--- src/rtl/bcd_scan_controller.sv ---
// rtl/bcd_scan_controller.sv - time-multiplexed BCD digit scanner with guarded slots and frame-synchronous reload
module bcd_scan_controller #(
    parameter int NUM_DIGITS   = 4,
    parameter int REFRESH_DIV  = 1000,
    parameter int BLANK_CYCLES = 2
) (
    input  logic                    clk,
    input  logic                    rst,
    input  logic                    load_valid,
    output logic                    load_ready,
    input  logic [4*NUM_DIGITS-1:0] bcd_in,
    input  logic [NUM_DIGITS-1:0]   dp_in,
    input  logic                    lz_blank,
    output logic [3:0]              bcd_out,
    output logic                    dec_en,
    output logic [NUM_DIGITS-1:0]   digit_sel,
    output logic                    dp_out,
    output logic                    frame_tick,
    output logic                    bcd_err
);

    localparam int CW = (REFRESH_DIV > 1) ? $clog2(REFRESH_DIV) : 1;
    localparam int SW = $clog2(NUM_DIGITS);

    localparam logic [CW-1:0] CYC_LAST  = CW'(REFRESH_DIV - 1);
    localparam logic [CW-1:0] CYC_SHOW  = CW'(BLANK_CYCLES);
    localparam logic [SW-1:0] SLOT_LAST = SW'(NUM_DIGITS - 1);

    localparam logic [0:0] ST_BLANK = 1'b0;
    localparam logic [0:0] ST_SHOW  = 1'b1;
    // With no guard cycles the slot opens directly in SHOW.
    localparam logic [0:0] ST_SLOT_START = (BLANK_CYCLES == 0) ? ST_SHOW : ST_BLANK;

    logic [CW-1:0]           cyc_q, cyc_d;
    logic [SW-1:0]           slot_q, slot_d;
    logic [0:0]              state_q, state_d;
    logic [4*NUM_DIGITS-1:0] active_q, pending_q;
    logic [NUM_DIGITS-1:0]   dp_active_q, pend_dp_q;
    logic                    pend_full_q, pend_full_d;
    logic                    ready_q;

    logic [3:0]              bcd_out_q;
    logic                    dec_en_q;
    logic [NUM_DIGITS-1:0]   digit_sel_q;
    logic                    dp_out_q;
    logic                    tick_q;
    logic                    err_q;

    logic                    cyc_wrap, slot_wrap;
    logic                    show, bad_code, lz_suppress;
    logic                    accept, commit;
    logic [3:0]              cur_code;
    logic                    cur_dp;
    logic [NUM_DIGITS-1:0]   zero_above;
    logic                    zero_run;

    always_comb begin
        cyc_wrap  = (cyc_q == CYC_LAST);
        slot_wrap = cyc_wrap && (slot_q == SLOT_LAST);
        cyc_d     = cyc_wrap ? '0 : cyc_q + CW'(1);
        slot_d    = slot_q;
        if (cyc_wrap) begin
            slot_d = slot_wrap ? '0 : slot_q + SW'(1);
        end
        state_d = state_q;
        case (state_q)
            ST_BLANK: if (cyc_d == CYC_SHOW) state_d = ST_SHOW;
            ST_SHOW:  if (cyc_wrap) state_d = ST_SLOT_START;
            default:  state_d = ST_BLANK;
        endcase
    end

    // zero_above[i] is set when every digit from the top down to i is zero.
    always_comb begin
        zero_run   = 1'b1;
        zero_above = '0;
        for (int i = NUM_DIGITS - 1; i >= 0; i--) begin
            zero_run      = zero_run && (active_q[4*i +: 4] == 4'd0);
            zero_above[i] = zero_run;
        end
    end

    always_comb begin
        cur_code    = active_q[{slot_q, 2'b00} +: 4];
        cur_dp      = dp_active_q[slot_q];
        show        = (state_q == ST_SHOW);
        bad_code    = (cur_code > 4'd9);
        lz_suppress = lz_blank && (slot_q != '0) && zero_above[slot_q];
        accept      = load_valid && ready_q;
        commit      = tick_q && pend_full_q;
        pend_full_d = pend_full_q;
        if (accept) begin
            pend_full_d = 1'b1;
        end else if (commit) begin
            pend_full_d = 1'b0;
        end
    end

    always_ff @(posedge clk) begin
        if (rst) begin
            cyc_q       <= '0;
            slot_q      <= '0;
            state_q     <= ST_SLOT_START;
            active_q    <= '0;
            dp_active_q <= '0;
            pending_q   <= '0;
            pend_dp_q   <= '0;
            pend_full_q <= 1'b0;
            ready_q     <= 1'b1;
        end else begin
            cyc_q       <= cyc_d;
            slot_q      <= slot_d;
            state_q     <= state_d;
            pend_full_q <= pend_full_d;
            ready_q     <= !pend_full_d;
            if (accept) begin
                pending_q <= bcd_in;
                pend_dp_q <= dp_in;
            end
            // tick_q marks the final visible cycle of the frame, so the swap lands in the next slot-0 guard.
            if (commit) begin
                active_q    <= pending_q;
                dp_active_q <= pend_dp_q;
            end
        end
    end

    always_ff @(posedge clk) begin
        if (rst) begin
            bcd_out_q   <= '0;
            dec_en_q    <= 1'b0;
            digit_sel_q <= '0;
            dp_out_q    <= 1'b0;
            tick_q      <= 1'b0;
            err_q       <= 1'b0;
        end else begin
            bcd_out_q   <= show ? cur_code : 4'd0;
            dec_en_q    <= show && !bad_code && !lz_suppress;
            digit_sel_q <= show ? (NUM_DIGITS'(1) << slot_q) : '0;
            dp_out_q    <= show && cur_dp;
            tick_q      <= slot_wrap;
            err_q       <= err_q || (show && bad_code);
        end
    end

    assign load_ready = ready_q;
    assign bcd_out    = bcd_out_q;
    assign dec_en     = dec_en_q;
    assign digit_sel  = digit_sel_q;
    assign dp_out     = dp_out_q;
    assign frame_tick = tick_q;
    assign bcd_err    = err_q;

endmodule

--- config.mk ---
export PLATFORM = sky130hd
export DESIGN_NAME = bcd_scan_controller
export DESIGN_NICKNAME = d
export VERILOG_FILES = /design/src/rtl/bcd_scan_controller.sv
export SDC_FILE = /design/constraint.sdc
export NUM_CORES = 1
export LEC_CHECK = 0
export BUFFER_PORTS_ARGS = -buffer_cell sky130_fd_sc_hd__buf_2
export CAP_MARGIN = 10
export CELL_PAD_IN_SITES_DETAIL_PLACEMENT = 1
export CELL_PAD_IN_SITES_GLOBAL_PLACEMENT = 1
export CORE_MARGIN = 2
export CORE_UTILIZATION = 47
export CTS_BUF_LIST = sky130_fd_sc_hd__clkbuf_2 sky130_fd_sc_hd__clkbuf_4 sky130_fd_sc_hd__clkbuf_8
export DETAILED_ROUTE_END_ITERATION = 10
export HOLD_SLACK_MARGIN = 0.02
export PLACE_DENSITY = 0.87
export SYNTH_ARGS = -nofsm -noshare
export SYNTH_HDL_FRONTEND = slang
export SYNTH_SLANG_ARGS = --single-unit
export TNS_END_PERCENT = 5
--- constraint.sdc ---
create_clock -name clk -period 4.05 [get_ports clk]
set_clock_uncertainty 0.05 [all_clocks]
set_input_delay 1.0125 -clock clk [delete_from_list [all_inputs] [get_ports clk]]
set_output_delay 1.0125 -clock clk [all_outputs]
set_load 0.05 [all_outputs]
### Yosys cells after proc, flatten, opt, wreduce, memory -nomap -nowiden

Index checks and enable logic that the tools add are counted.

* output and inout port bits: 13
* bits in registers: 67

* order comparisons: 2
* add/subtract/negate cells: 2
* reduce and logical (&&, ||, !) cells: 22
* bitwise logic cells: 1
* shift operators: 2
* equal/unequal tests: 3
* multiplexer cells: 11

Operators by type and width (number)
* logical NOT 4 bit: 4
* variable part select 16 x 5 -> 4 bit: 1
* logical AND 1 bit: 12
* adder 10 x 1 -> 10 bit, second input constant: 1
* equality test 10 bit, second input constant: 1
* equality test 10 x 2 -> 1 bit, second input constant: 1
* 2-to-1 mux 10 bit: 1
* 2-to-1 mux 1 bit: 6
* binary-select mux 1 bit (select 2 bit): 2
* > comparator 4 bit, second input constant: 1
* << shifter 1 x 2 -> 4 bit, first input constant: 1
* logical NOT 1 bit: 3
* < comparator 2 x 3 -> 1 bit, second input constant: 1
* adder 2 x 1 -> 2 bit, second input constant: 1
* equality test 2 bit, second input constant: 1
* 2-to-1 mux 2 bit: 1
* case mux 1 bit (2 select lines): 1
* nonzero test 2 bit: 1
* OR reduction 2 bit: 1
* logical OR 1 bit: 1
* NOT 1 bit: 1

### Longest topological paths before layout

* word-level depth: 9
* gate-level depth with buffers: 7
* gate-level depth less buffers: 6

### Least setup slack after synthesis

No wires, ideal clock.

* path type: input to register
* start: input rst
* end: register cyc_q[7]
* required time: 3.851 ns
* arrival: 1.636 ns
* slack: 2.215 ns
* library setup time: 0.149 ns
* stages on the path: 3
* path through: clkbuf_1 > buf_1 > nor3_1

RTL lines
* from (decl): RTL line 8 `input logic rst,`
* to (signal assigned): RTL line 111 `cyc_q <= cyc_d;`
* to (decl): RTL line 34 `logic [CW-1:0] cyc_q, cyc_d;`

No word-level cell between the ends.

### Worst setup path after layout

* start: register cyc_q[0]
* end: register slot_q[1]

* word-level cells in the longest chain between the ends: 3

Ends and longest elaborated chain
* equality test 10 bit *: RTL line 58 `cyc_wrap = (cyc_q == CYC_LAST);`
* logical AND 1 bit: RTL line 59 `slot_wrap = cyc_wrap && (slot_q == SLOT_LAST);`
* 2-to-1 mux 2 bit: RTL line 63 `slot_d = slot_wrap ? '0 : slot_q + SW'(1);`
* to (signal assigned): RTL line 112 `slot_q <= slot_d;`
* to (decl): RTL line 35 `logic [SW-1:0] slot_q, slot_d;`

Mark *: on every way between the ends. The rest lies on a longest branch, timed or not.
A chain may end at the register's enable or synchronous reset.

==> flow_metrics.tcl <==
set metrics [dict create \
    status "complete, no violations" \
    root_buffer "clkbuf_8" \
    p_leak_uw 0.00116 \
    hold_ws_ps 403 \
    coreArea_um2 5470 \
    power_frac_comb_pct 5.3 \
    start_util_pct 48.1 \
    crit_fanout 7 \
    wirelength_um 6170 \
    clkPwrFrac_pct 42.0 \
    synth_mux_area_share_pct 4.66 \
    min_path_cells 2 \
    p_per_area_nw_per_um2 433 \
    slew_headroom_pct 26.4 \
    synth-edff-count 0 \
    fin_ws_ps 1700 \
    yosys-top-cells-area "dfxtp_1 51%, nand2_1 13%, a21oi_1 9.3%" \
    r2r_start "cyc_q[0]" \
    setup_viol 0 \
    drc 0 \
    yosysMostFrequentCell "nand2_1" \
    fin_util_pct 55.4 \
    worstPathRequired_ps 4270 \
    place.gp.congestion 0.815 \
    synthXorXnorAreaFrac_pct 2.00 \
    fin_crit_sh_pct 57.9 \
    grt_overflow_total 0 \
    synth_top_area_share_pct 50.9 \
    nets 366 \
    yosysWarnings 0 \
    max_cap_violations 0 \
    viasPerCell 5.35 \
    grt_usage_pct 22.2 \
    hold_viol_final 0 \
    worstMarginPinSlew_ps 1090 \
    crit-reg2reg-capture "slot_q[1]" \
    cts_buffer_depth 2 \
    period_minus_slack_ps 2350 \
    synthAdderAreaFrac_pct 1.90 \
    max_freq_ghz 0.426 \
    via_count 2219 \
    htree_levels 3 \
    holdCritPathClass "register to register" \
    async_flop_share_pct 0 \
    rsz0062_at_grt "false" \
    post-place-ws_ps 1750 \
    syn-num-nets 337 \
    crit_arrival_ps 2570 \
    synth_cell_types 37 \
    slew_violations 0 \
    seq_power_share_pct 52.6 \
    dp_hpwl_um 4160 \
    grt_max_degree 31 \
    power.internal_uw 1010 \
    dieHeight_um 78.9 \
    seq_area_frac_synth_pct 50.9 \
    ys_ff_latch 67 \
    post_cts_buffers 0 \
    setup_tns_ps 0 \
    endpoint_kind "register" \
    synth_top_family_by_area "simple AND/OR/NAND/NOR gates" \
    yosysTopAreaCell "dfxtp_1" \
    first_global_vias 2235 \
    synth.avg_cell_area_um2 8.52 \
    reg2reg_depth 5 \
    synthFlopType "dfxtp_1" \
    r2r_setup_slack_ps 1700 \
    synth_compound_area_share_pct 12.5 \
    wl_per_cell_um 14.9 \
    synth_area_um2 2630 \
    io_buffers 36 \
    die_w_um 78.9 \
    holdPathEnd "active_q[1]" \
    grt_pass1_wl_um 10600 \
    clock-sinks 67 \
    post_cts_resized 0 \
    drt_iter0_drc 101 \
    syn_to_final_growth_pct 15.2 \
    p_sw_share_pct 23.3 \
    hp-start "pending_q[1]" \
    num_antenna_cells 0 \
    power_uw 1310 \
    drive_gt1_share_pct 18.1 \
    antenna_left 0 \
    yosys.area_share.simple_pct 24.4 \
    syn_inst 309 \
    first_pass_iters 4 \
    insertion_delay_ps 340 \
    cts_hold_buffers 0 \
    antenna_found_initial 0 \
    num-fill-cells 706 \
    start_kind "register" \
    die-area_um2 6220 \
    p_sw_uw 306 \
    row_count 27 \
    numCtsBuffers 9 \
    peakVddDrop_v 0.000194 \
    synthTopCellsByCount "90 x nand2_1, 67 x dfxtp_1, 49 x a21oi_1" \
    critPathKind "register to register" \
    cts_tree "yes" \
    path_clk_slew_ps 70 \
    io_pins 37 \
]
## worst max-delay path by stage
| stage | from | endpoint | slack, ps | depth (start not counted) |
|---|---|---|---|---|
| after floorplan | rst | cyc_q[7] | 2220 | 3 |
| after global placement | cyc_q[0] | slot_q[1] | 1860 | 5 |
| after detailed placement | cyc_q[0] | slot_q[1] | 1750 | 5 |
| after CTS | cyc_q[0] | slot_q[1] | 1710 | 5 |
| after global routing | cyc_q[0] | slot_q[1] | 1490 | 5 |
| final | cyc_q[0] | slot_q[1] | 1700 | 5 |
## cell families (layout without fill, tap and decap cells)
group / after synthesis / in the layout
buffers and inverters: 24 / 58
AOI/OAI and AO/OA: 61 / 61
and+or+nand+nor: 141 / 141
xor gates and xnor gates: 6 / 6
adders and majority gates: 4 / 4
muxes: 6 / 6
DFF: 67 / 67
## metrics by stage
stage	instances	instance area [µm²]
2_1_floorplan	309	2630
3_3_place_gp	399	2840
3_5_place_dp	399	2840
4_1_cts	415	3030
5_1_grt	415	3030
6_report	415	3030
## critical path: stages (launching register included)
cell and delay, ps:
dfxtp_1 480, ha_1 300, nand4_2 160, nor4_1 910
nand2_1 180, a21oi_1 190
## per-layer routing
metal / vias up / track usage, % / wire (µm)
met5: - / 0 / 0
li1: 1098 / - / -
met3: 12 / 6.48 / 273
met1: 1057 / 27.8 / 2790
met2: 52 / 35.9 / 2990
met4: 0 / 8.97 / 116
## sequential cells by signal, indices dropped and copies added (netlist names)
signal,cells
cyc_q,10
active_q,16
bcd_err,1
pend_dp_q,4
dp_active_q,4
bcd_out,4
pend_full_q,1
dec_en,1
dp_out,1
slot_q,2
pending_q,16
load_ready,1
show,1
digit_sel,4
frame_tick,1
## placed cells by master (no fill, tap or decap), types with 2 or more instances in the layout
cell,netlist,layout
a21oi_1,49,49
a31oi_1,2,2
and2_1,7,7
buf_2,4,36
clkbuf_8,0,10
clkinv_2,0,3
dfxtp_1,67,67
ha_1,4,4
inv_1,5,5
mux4_2,5,5
nand2_1,90,90
nand2b_1,2,2
nand3_1,3,3
nand4_2,2,2
nor2_1,12,12
nor3_1,9,9
nor3b_1,3,3
nor4_1,4,4
o21ai_0,3,3
or3_1,2,2
xnor2_1,3,3
xor2_1,3,3
## power by group through the flow
| stage | clock (µW) | combinational [µW] | sequential [µW] |
|---|---|---|---|
| 2_1_floorplan | 0 | 40.1 | 711 |
| 3_3_place_gp | 0 | 67.9 | 705 |
| 3_5_place_dp | 0 | 70.8 | 706 |
| 4_1_cts | 568 | 71.1 | 691 |
| 5_1_grt | 604 | 79.9 | 694 |
| 6_report | 552 | 70.2 | 691 |
## final cells by class
class,instances,area (µm²),share of cell area (%)
clock buffers,11,145,4.79
clock inverters,5,52.6,1.73
inverters,5,18.8,0.619
flip-flops and latches,67,1340,44.2
repair buffers,37,188,6.19
multi-input cells,218,1200,39.5
well taps,72,90.1,2.97
No activity file was read; power rests on OpenSTA's default activity.
